**src/rtl/data_cache_if.sv**
```systemverilog
// CPU-side and backing-memory bus bundle for data_cache.
// slave is the cache; master is the pipeline and memory side.
interface data_cache_if;
  logic        cpu_rd_i;
  logic        cpu_wr_i;
  logic [31:0] cpu_addr_i;
  logic [31:0] cpu_wdata_i;
  logic [31:0] cpu_rdata_o;
  logic        cpu_stall_o;
  logic        mem_req_o;
  logic        mem_we_o;
  logic [31:0] mem_addr_o;
  logic [31:0] mem_wdata_o;
  logic        mem_ack_i;
  logic [31:0] mem_rdata_i;

  modport slave (
    input  cpu_rd_i,
    input  cpu_wr_i,
    input  cpu_addr_i,
    input  cpu_wdata_i,
    output cpu_rdata_o,
    output cpu_stall_o,
    output mem_req_o,
    output mem_we_o,
    output mem_addr_o,
    output mem_wdata_o,
    input  mem_ack_i,
    input  mem_rdata_i
  );

  modport master (
    output cpu_rd_i,
    output cpu_wr_i,
    output cpu_addr_i,
    output cpu_wdata_i,
    input  cpu_rdata_o,
    input  cpu_stall_o,
    input  mem_req_o,
    input  mem_we_o,
    input  mem_addr_o,
    input  mem_wdata_o,
    output mem_ack_i,
    output mem_rdata_i
  );
endinterface

```
**src/rtl/data_cache.sv**
```systemverilog
// Direct-mapped one-word-line write-through data cache, no write-allocate.
// Define DCACHE_STATS_EN to build saturating hit/miss counters.
module data_cache #(
  parameter int LINES = 16,
  parameter int IDXW  = 4
) (
  input  logic        clk_i,
  input  logic        rst_i,
  data_cache_if.slave bus,
  output logic [15:0] hit_cnt_o,
  output logic [15:0] miss_cnt_o
);
  localparam int TAGW = 30 - IDXW;

  typedef enum logic [1:0] {
    IDLE,
    RMISS,
    WTHRU,
    RESP
  } state_e;

  state_e state_q, state_d;

  logic [LINES-1:0] valid_q;
  logic [TAGW-1:0]  tag_q  [LINES];
  logic [31:0]      data_q [LINES];

  logic [IDXW-1:0] idx;
  logic [TAGW-1:0] tag;
  logic            hit;
  logic            is_rd;
  logic            is_wr;
  logic            idle_hit;
  logic            mem_req;
  logic            mem_we;
  logic            stall;
  logic            unused_addr;

  assign idx      = bus.cpu_addr_i[IDXW+1:2];
  assign tag      = bus.cpu_addr_i[31:IDXW+2];
  assign hit      = valid_q[idx] && (tag_q[idx] == tag);
  assign is_wr    = bus.cpu_wr_i;
  assign is_rd    = bus.cpu_rd_i && !bus.cpu_wr_i;
  assign idle_hit = (state_q == IDLE) && is_rd && hit;

  assign unused_addr = ^bus.cpu_addr_i[1:0];

  always_comb begin
    state_d = state_q;
    stall   = 1'b0;
    mem_req = 1'b0;
    mem_we  = 1'b0;
    unique case (state_q)
      IDLE: begin
        if (is_wr) begin
          stall   = 1'b1;
          state_d = WTHRU;
        end else if (is_rd && !hit) begin
          stall   = 1'b1;
          state_d = RMISS;
        end
      end
      RMISS: begin
        stall   = 1'b1;
        mem_req = 1'b1;
        if (bus.mem_ack_i) state_d = RESP;
      end
      WTHRU: begin
        stall   = 1'b1;
        mem_req = 1'b1;
        mem_we  = 1'b1;
        if (bus.mem_ack_i) state_d = RESP;
      end
      RESP: begin
        state_d = IDLE;
      end
      default: state_d = IDLE;
    endcase
  end

  assign bus.cpu_stall_o = stall;
  assign bus.mem_req_o   = mem_req;
  assign bus.mem_we_o    = mem_we;
  assign bus.mem_addr_o  = mem_req
                         ? {bus.cpu_addr_i[31:2], 2'b00}
                         : 32'd0;
  assign bus.mem_wdata_o = mem_we ? bus.cpu_wdata_i : 32'd0;
  assign bus.cpu_rdata_o = (idle_hit || state_q == RESP)
                         ? data_q[idx]
                         : 32'd0;

  always_ff @(posedge clk_i) begin
    if (rst_i) begin
      state_q <= IDLE;
      valid_q <= '0;
    end else begin
      state_q <= state_d;
      if (state_q == RMISS && bus.mem_ack_i)
        valid_q[idx] <= 1'b1;
    end
  end

  // Payload storage needs no reset; validity lives in valid_q.
  always_ff @(posedge clk_i) begin
    if (!rst_i && bus.mem_ack_i) begin
      if (state_q == RMISS) begin
        data_q[idx] <= bus.mem_rdata_i;
        tag_q[idx]  <= tag;
      end else if (state_q == WTHRU && hit) begin
        data_q[idx] <= bus.cpu_wdata_i;
      end
    end
  end

`ifdef DCACHE_STATS_EN
  logic [15:0] hit_cnt_q;
  logic [15:0] miss_cnt_q;

  always_ff @(posedge clk_i) begin
    if (rst_i) begin
      hit_cnt_q  <= 16'd0;
      miss_cnt_q <= 16'd0;
    end else begin
      if (idle_hit && hit_cnt_q != 16'hFFFF)
        hit_cnt_q <= hit_cnt_q + 16'd1;
      if (state_q == IDLE && state_d == RMISS
          && miss_cnt_q != 16'hFFFF)
        miss_cnt_q <= miss_cnt_q + 16'd1;
    end
  end

  assign hit_cnt_o  = hit_cnt_q;
  assign miss_cnt_o = miss_cnt_q;
`else
  assign hit_cnt_o  = 16'd0;
  assign miss_cnt_o = 16'd0;
`endif
endmodule

```
**src/flat_wrapper.sv**
```systemverilog
// flat-port wrapper written by rule: the top's interface ports become plain ports
module data_cache_flat 
#(
  parameter int LINES = 16,
  parameter int IDXW  = 4
)
  (clk_i, rst_i, hit_cnt_o, miss_cnt_o, bus_cpu_rd_i, bus_cpu_wr_i, bus_cpu_addr_i, bus_cpu_wdata_i, bus_cpu_rdata_o, bus_cpu_stall_o, bus_mem_req_o, bus_mem_we_o, bus_mem_addr_o, bus_mem_wdata_o, bus_mem_ack_i, bus_mem_rdata_i);
  data_cache_if bus_i ();
  input  logic clk_i;
  input  logic rst_i;
  output logic [15:0] hit_cnt_o;
  output logic [15:0] miss_cnt_o;
  input wire logic [$bits(bus_i.cpu_rd_i)-1:0] bus_cpu_rd_i;
  input wire logic [$bits(bus_i.cpu_wr_i)-1:0] bus_cpu_wr_i;
  input wire logic [$bits(bus_i.cpu_addr_i)-1:0] bus_cpu_addr_i;
  input wire logic [$bits(bus_i.cpu_wdata_i)-1:0] bus_cpu_wdata_i;
  output wire logic [$bits(bus_i.cpu_rdata_o)-1:0] bus_cpu_rdata_o;
  output wire logic [$bits(bus_i.cpu_stall_o)-1:0] bus_cpu_stall_o;
  output wire logic [$bits(bus_i.mem_req_o)-1:0] bus_mem_req_o;
  output wire logic [$bits(bus_i.mem_we_o)-1:0] bus_mem_we_o;
  output wire logic [$bits(bus_i.mem_addr_o)-1:0] bus_mem_addr_o;
  output wire logic [$bits(bus_i.mem_wdata_o)-1:0] bus_mem_wdata_o;
  input wire logic [$bits(bus_i.mem_ack_i)-1:0] bus_mem_ack_i;
  input wire logic [$bits(bus_i.mem_rdata_i)-1:0] bus_mem_rdata_i;
  assign bus_i.cpu_rd_i = bus_cpu_rd_i;
  assign bus_i.cpu_wr_i = bus_cpu_wr_i;
  assign bus_i.cpu_addr_i = bus_cpu_addr_i;
  assign bus_i.cpu_wdata_i = bus_cpu_wdata_i;
  assign bus_cpu_rdata_o = bus_i.cpu_rdata_o;
  assign bus_cpu_stall_o = bus_i.cpu_stall_o;
  assign bus_mem_req_o = bus_i.mem_req_o;
  assign bus_mem_we_o = bus_i.mem_we_o;
  assign bus_mem_addr_o = bus_i.mem_addr_o;
  assign bus_mem_wdata_o = bus_i.mem_wdata_o;
  assign bus_i.mem_ack_i = bus_mem_ack_i;
  assign bus_i.mem_rdata_i = bus_mem_rdata_i;
  data_cache #(.LINES(LINES), .IDXW(IDXW)) u_core (.clk_i(clk_i), .rst_i(rst_i), .bus(bus_i), .hit_cnt_o(hit_cnt_o), .miss_cnt_o(miss_cnt_o));
endmodule
```
**config.mk**
```make
export PLATFORM = sky130hd
export DESIGN_NAME = data_cache_flat
export DESIGN_NICKNAME = d
export VERILOG_FILES = /design/src/rtl/data_cache_if.sv /design/src/rtl/data_cache.sv /design/src/flat_wrapper.sv
export SDC_FILE = /design/constraint.sdc
export NUM_CORES = 1
export LEC_CHECK = 0
export CELL_PAD_IN_SITES_DETAIL_PLACEMENT = 2
export CELL_PAD_IN_SITES_GLOBAL_PLACEMENT = 2
export CORE_MARGIN = 1
export CORE_UTILIZATION = 47
export DETAILED_ROUTE_END_ITERATION = 8
export MAX_ROUTING_LAYER = met4
export PLACE_DENSITY = 0.88
export SYNTH_ARGS = -nofsm -noshare
export SYNTH_HDL_FRONTEND = slang
export SYNTH_SLANG_ARGS = --single-unit
```
**constraint.sdc**
```tcl
create_clock -name clk_i -period 8.51 [get_ports clk_i]
set_input_delay 1.702 -clock clk_i [delete_from_list [all_inputs] [get_ports clk_i]]
set_output_delay 1.702 -clock clk_i [all_outputs]
set_load 0.02 [all_outputs]
```
# Yosys cells after proc, flatten, opt, wreduce, memory -nomap -nowiden
# Memories as Yosys holds them, arrays and structs flattened.
# Cells that the tools add are included.
# word_totals
ram_bits	928
inputBits	101
out_inout_bits	131
latchBits	0
mem_count	2
rom_bits	0
regBits	18
# op_classes
n_reduce_logical	16
eq_ne	6
n_bitwise	2
n_addsub	0
n_mux	24
div	0
mul	0
n_shift	0
n_lt_le_gt_ge	2
# mem_list
memory	depth	word_bits	rd	rd_clocked_by_memory_dff	write_ports	line_no	rtl
u_core.data_q	16	32	1	0	1	data_cache.sv:26	logic [31:0] data_q [LINES];
u_core.tag_q	16	26	1	0	1	data_cache.sv:25	logic [TAGW-1:0] tag_q [LINES];
# op_table
operator	n
two-way mux 32 bit	4
equality test 26 bit	1
OR 16 bit	1
two-way mux 1 bit	13
logical AND 1 bit	9
two-way mux 2 bit	3
one-hot mux 2 bit (3 select lines)	1
less-than comparator 4 x 5 -> 1 bit, second input constant	1
binary-select mux 1 bit (select 4 bit)	1
demux 1 bit (select 4 bit)	1
equality test 2 bit, second input constant	2
greater-or-equal comparator 4 x 1 -> 1 bit, second input constant	1
zero test 1 bit	3
!= test 3 bit, second input constant	1
equality test 2 x 1 -> 1 bit, second input constant	1
zero test 2 bit	1
!= test 2 x 1 -> 1 bit, second input constant	1
one-hot mux 1 bit (2 select lines)	1
AND reduction 2 bit	1
OR reduction 2 bit	1
logical OR 1 bit	1
OR 1 bit	1

# Longest topological paths before layout
# depth
depth_word	9
depth_mapped	14
depth_no_buf	9

# Worst setup path after synthesis
# No wires, ideal clock.
# synth_path
path_kind	input to register
from	input bus_cpu_addr_i[2]
to	memory u_core.data_q[0][0] (enable)
path_slack_ns	1.058
setup_time_ns	0.501
n_path_buf	4
arrival_time_ns	6.951
cell_stages	12
path_cell_list	buf_6 -> buf_8 -> buf_12 -> buf_6 -> mux4_2 -> o211ai_1 -> o21ai_1 -> a311oi_1 -> o21a_1 -> and4_4 -> a21oi_2 -> nor4_1
# synth_via
elab_chain_cells	9
word_cells_on_any_way	11
classes_between	eq/ne (1); mux (6); bitwise (1); reduce/logical (2); memory (1)
# synth_rtl
element	line_no	rtl
start, declared	flat_wrapper.sv:15	input wire logic [$bits(bus_i.cpu_addr_i)-1:0] bus_cpu_addr_i;
memory read (16 x 26 bit) or binary-select mux 1 bit (select 4 bit) (tied branches)	--	
equality test 26 bit or two-way mux 1 bit (tied branches)	data_cache.sv:41	assign hit = valid_q[idx] && (tag_q[idx] == tag);
logical AND 1 bit	data_cache.sv:41	
logical AND 1 bit	data_cache.sv:109	end else if (state_q == WTHRU && hit) begin
two-way mux 1 bit	data_cache.sv:109	
two-way mux 1 bit	data_cache.sv:106	if (state_q == RMISS) begin
two-way mux 1 bit	data_cache.sv:105	if (!rst_i && bus.mem_ack_i) begin
two-way mux 1 bit (not written as such)	data_cache.sv:110	data_q[idx] <= bus.cpu_wdata_i;
OR 1 bit (no line)	--	
end, declared	data_cache.sv:26	
# Parallel ways exist; a longest one is shown, timed or not. The select of a mux whose other input is x is not followed.

# Worst setup path after layout
# layout_path
from	input bus_cpu_addr_i[4]
to	output bus_cpu_rdata_o[27]
# layout_via
elab_chain_cells	6
word_cells_on_any_way	9
classes_between	eq/ne (1); mux (3); reduce/logical (3); memory (2)
# layout_rtl
element	line_no	rtl
memory read (16 x 26 bit) or binary-select mux 1 bit (select 4 bit) (tied branches)	--	
equality test 26 bit or two-way mux 1 bit (tied branches)	data_cache.sv:41	
logical AND 1 bit	data_cache.sv:41	
logical AND 1 bit	data_cache.sv:44	assign idle_hit = (state_q == IDLE) && is_rd && hit;
logical OR 1 bit	data_cache.sv:88	assign bus.cpu_rdata_o = (idle_hit || state_q == RESP)
two-way mux 32 bit (*)	data_cache.sv:89	? data_q[idx]
end, declared	flat_wrapper.sv:17	output wire logic [$bits(bus_i.cpu_rdata_o)-1:0] bus_cpu_rdata_o;
# Every way passes the cells marked *; elsewhere a longest branch is shown, timed or not. The select of a mux whose other input is x is not followed.

==> out/metrics.cfg <==
[yosys]
combined_area_of_all_synthesized_cells_mm2 = 0.0381
multiplexer_fraction_of_the_synthesized_cell_area_pct = 17.7
arithmetic_cell_share_of_the_synthesized_area_counting_full_adders_half_adders_and_majority_gates_pct = 0.131
yosys.area_share.simple_pct = 3.04
yosys.cell_count.top_type = sky130_fd_sc_hd__edfxtp_1
synth.area.top_cells = sky130_fd_sc_hd__edfxtp_1, sky130_fd_sc_hd__mux4_2, sky130_fd_sc_hd__mux2i_1, sky130_fd_sc_hd__mux2_4, sky130_fd_sc_hd__and2_1
post_synth_xor_area_fraction_pct = 0.689
synth.avg_cell_area_um2 = 21.1
synth-compound-area-share_pct = 2.05
yosysSeqAreaShare_pct = 74.1
yosys.area.top_type_share_pct = 73.1
synth_seq_cells = 946
synth_area_leader_cell = sky130_fd_sc_hd__edfxtp_1
ys_async_sr_fraction_pct = 0
synth_top_flop_cell = sky130_fd_sc_hd__edfxtp_1
yosysWarnings = 0
yosysUniqueCellTypes = 67
post_synth_inst_count = 1803
synth_edf_count = 928
synth.top_cells.by_count = sky130_fd_sc_hd__edfxtp_1, sky130_fd_sc_hd__mux4_2, sky130_fd_sc_hd__mux2i_1
largest_family_of_logic_cells_by_synthesized_area = multiplexers

[clock_network]
post_cts.resized_instances = 0
cts_root_buf = sky130_fd_sc_hd__clkbuf_16
htreeDepth = 3
cts_inserted_buffers = 99
worst_setup_hold_path_clk_slew_ns = 0.07
cts.repair_timing.setup_buffer_count = 0
clock_sinks = 946
clock_latency_ns = 0.69
clock_tree_from_tritoncts = done
clockBufferDepth = 3
cts-hold-fix-buffers = 0

[placed_design]
dp.cells = 3037
globalplace.congestion = 0.772
hpwl_dp_mm = 72.0
place.port_buffers = 195

[drt]
dr.pass1.iters = 5
wire_per_inst_um = 39.4
antenna_violating_nets_post_route = 0
residual_drc_count = 0
vias_per_cell = 6.41
detail_route.wirelength_mm = 127
drtIter0Drc = 2239
vias = 20600

[worst_setup_path]
type_of_the_setup_path_with_the_least_slack = primary input to primary output
crit_path_max_incr_delay_ns = 0.97
critical_path_data_arrival_time_ns = 6.72
worstPathCellList = clkdlybuf4s50_1 > nor2b_1 > buf_4 > a22oi_1 > a21oi_1 > o221ai_1 > o22ai_1 > o2111a_1 > and4_4 > a31oi_4 > buf_4 > nor2b_1 > clkdlybuf4s50_1
cp-end-kind = primary output
cp_data_required_time_ns = 6.81
cp_max_fo = 30
reg2reg_slack_ns = 3.81
slowest_cell_on_the_critical_path = sky130_fd_sc_hd__clkdlybuf4s50_1
worst-r2r-cell-count = 12
timing.critical_path.from_type = primary input

[min_path]
hp-class = register to register
min_delay_path_depth = 2

[timing]
worst_case_headroom_to_the_max_slew_limit_pct = 10.3
hold_violations = 0
setup_repair_after_global_routing_missed_its_margin = no
achievable-frequency_mhz = 119
clock_skew_ns = 0.0337
setup-violations-final = 0
setup-tns-final_ns = 0
post-route-period-util_pct = 99.0
final-max-slew-violation-count = 0
fin_crit_ns = 8.42
max_slew.worst_pin.slew_ns = 1.34

[pwr]
net_switching_mw = 2.71
power.clock.fraction_pct = 40.5
p_sw_share_pct = 25.3
power.combinational.fraction_pct = 11.2
power.ir.vdd_worst_mv = 0.195
internal_power_component_mw = 8.00
power_density_mw_per_mm2 = 240
seq_power_share_pct = 48.2
power.leakage_nw = 14.5

[status]
outcome = finished, final reports clean

[floorplanning]
num_io_pins = 232
chipHeight_um = 287
dieArea_mm2 = 0.0822
placement_rows = 104
floorplan.die.width_um = 287
core_box_area_mm2 = 0.0804
start_util_pct = 47.4

[grt]
globalRoute.totalOverflow = 0
grt_max_degree = 79
antenna_violations_before_repair = 2
globalRouteTotalUtil_pct = 32.2
vias_in_the_first_global_route = 22400
global_route_wire_length_before_repair_mm = 176

[finish]
syn2layout_area_growth_pct = 17.2
finish.utilization_pct = 55.5
finalNonFillerCells = 3223
num-nets-final = 2183
drive_gt1_share_pct = 25.2

[flow_run]
max_cap_violations = 0

[cells by family after synthesis]
family	Yosys count
simple gates	197
xor+xnor	30
mux	360
buf+inv	158
compound gates	107
other cells	1
flops	946
fa+ha+maj	4
[metrics by stage]
stage | hold slack [ns] | power (mW) | area, um2 | setup WS, ns
finish | 0.508 | 10.7 | 44700 | 0.0871
global route | 0.518 | 10.9 | 44700 | 0.121
CTS | 0.504 | 10.8 | 44700 | 0.155
detailed placement | 0.482 | 6.43 | 41500 | 0.216
global placement | 0.455 | 6.34 | 41500 | 0.639
floorplan | 0.449 | 5.88 | 38200 | 1.06
[power groups by stage]
stage	combinational [mW]	sequential, mW	clock, mW
4_1_cts	1.21	5.16	4.38
2_1_floorplan	0.627	5.25	0
3_5_place_dp	1.17	5.26	0
5_1_grt	1.25	5.16	4.51
6_report	1.20	5.16	4.34
3_3_place_gp	1.09	5.25	0
[worst max-delay path: cells and delay by family]
family	cells	cell delay (ns)
AO/OA/AOI/OAI	6	1.54
buffers and inverters	4	2.30
AND/OR/NAND/NOR	3	1.09
[path summary, 6_finish.rpt]
check	endpoint	startpoint
worst max-delay path	bus_cpu_rdata_o[27]	bus_cpu_addr_i[4]
worst min-delay path	u_core.valid_q[11]	u_core.valid_q[11]
worst max register to register	u_core.data_q[13][4]	u_core.tag_q[3][4]
worst min register to register	u_core.valid_q[11]	u_core.valid_q[11]
[state kept, by name (all words and copies together), names as in the netlist]
register	flops
u_core.data_q	512
u_core.tag_q	416
u_core.valid_q	16
u_core.state_q	2
[layout by cell type (no fill, tap or decap), types with 12 or more instances in the layout]
master                            Yosys  layout
sky130_fd_sc_hd__mux4_2             237     237
sky130_fd_sc_hd__clkbuf_16            0      99
sky130_fd_sc_hd__edfxtp_1           928     928
sky130_fd_sc_hd__inv_1               27      27
sky130_fd_sc_hd__dfxtp_1             18      18
sky130_fd_sc_hd__clkinv_1             1      18
sky130_fd_sc_hd__clkbuf_1            44      16
sky130_fd_sc_hd__a22o_1              12      12
sky130_fd_sc_hd__a22oi_1             17      17
sky130_fd_sc_hd__xor2_1              25      25
sky130_fd_sc_hd__conb_1               1      34
sky130_fd_sc_hd__and2_1              63      63
sky130_fd_sc_hd__mux2i_1             85      85
sky130_fd_sc_hd__buf_4               38      73
sky130_fd_sc_hd__o22ai_1             26      26
sky130_fd_sc_hd__clkdlybuf4s50_1      0     192
sky130_fd_sc_hd__clkinv_2             0      30
sky130_fd_sc_hd__nand2_1             18      18
sky130_fd_sc_hd__nor2b_1             36      36
sky130_fd_sc_hd__mux2_4              30      30
[layout make-up]
type / count / area [um2]
antenna: 3 / 7.51
clock buffer: 119 / 2590
clock inverter: 64 / 542
fill: 6660 / 35800
inverter: 29 / 111
multi-input combinational: 732 / 9320
sequential: 946 / 28200
tap: 1060 / 1330
timing repair buffer: 270 / 2540
[routing by layer]
metal	global-route usage (%)	vias to the layer above	wire (um)
met5	-	-	0
met4	13.2	0	5600
met3	5.12	318	7930
met2	56.4	1169	68100
met1	36.7	11200	45200
li1	-	7958	-
No activity file was read; power rests on OpenSTA's default activity.
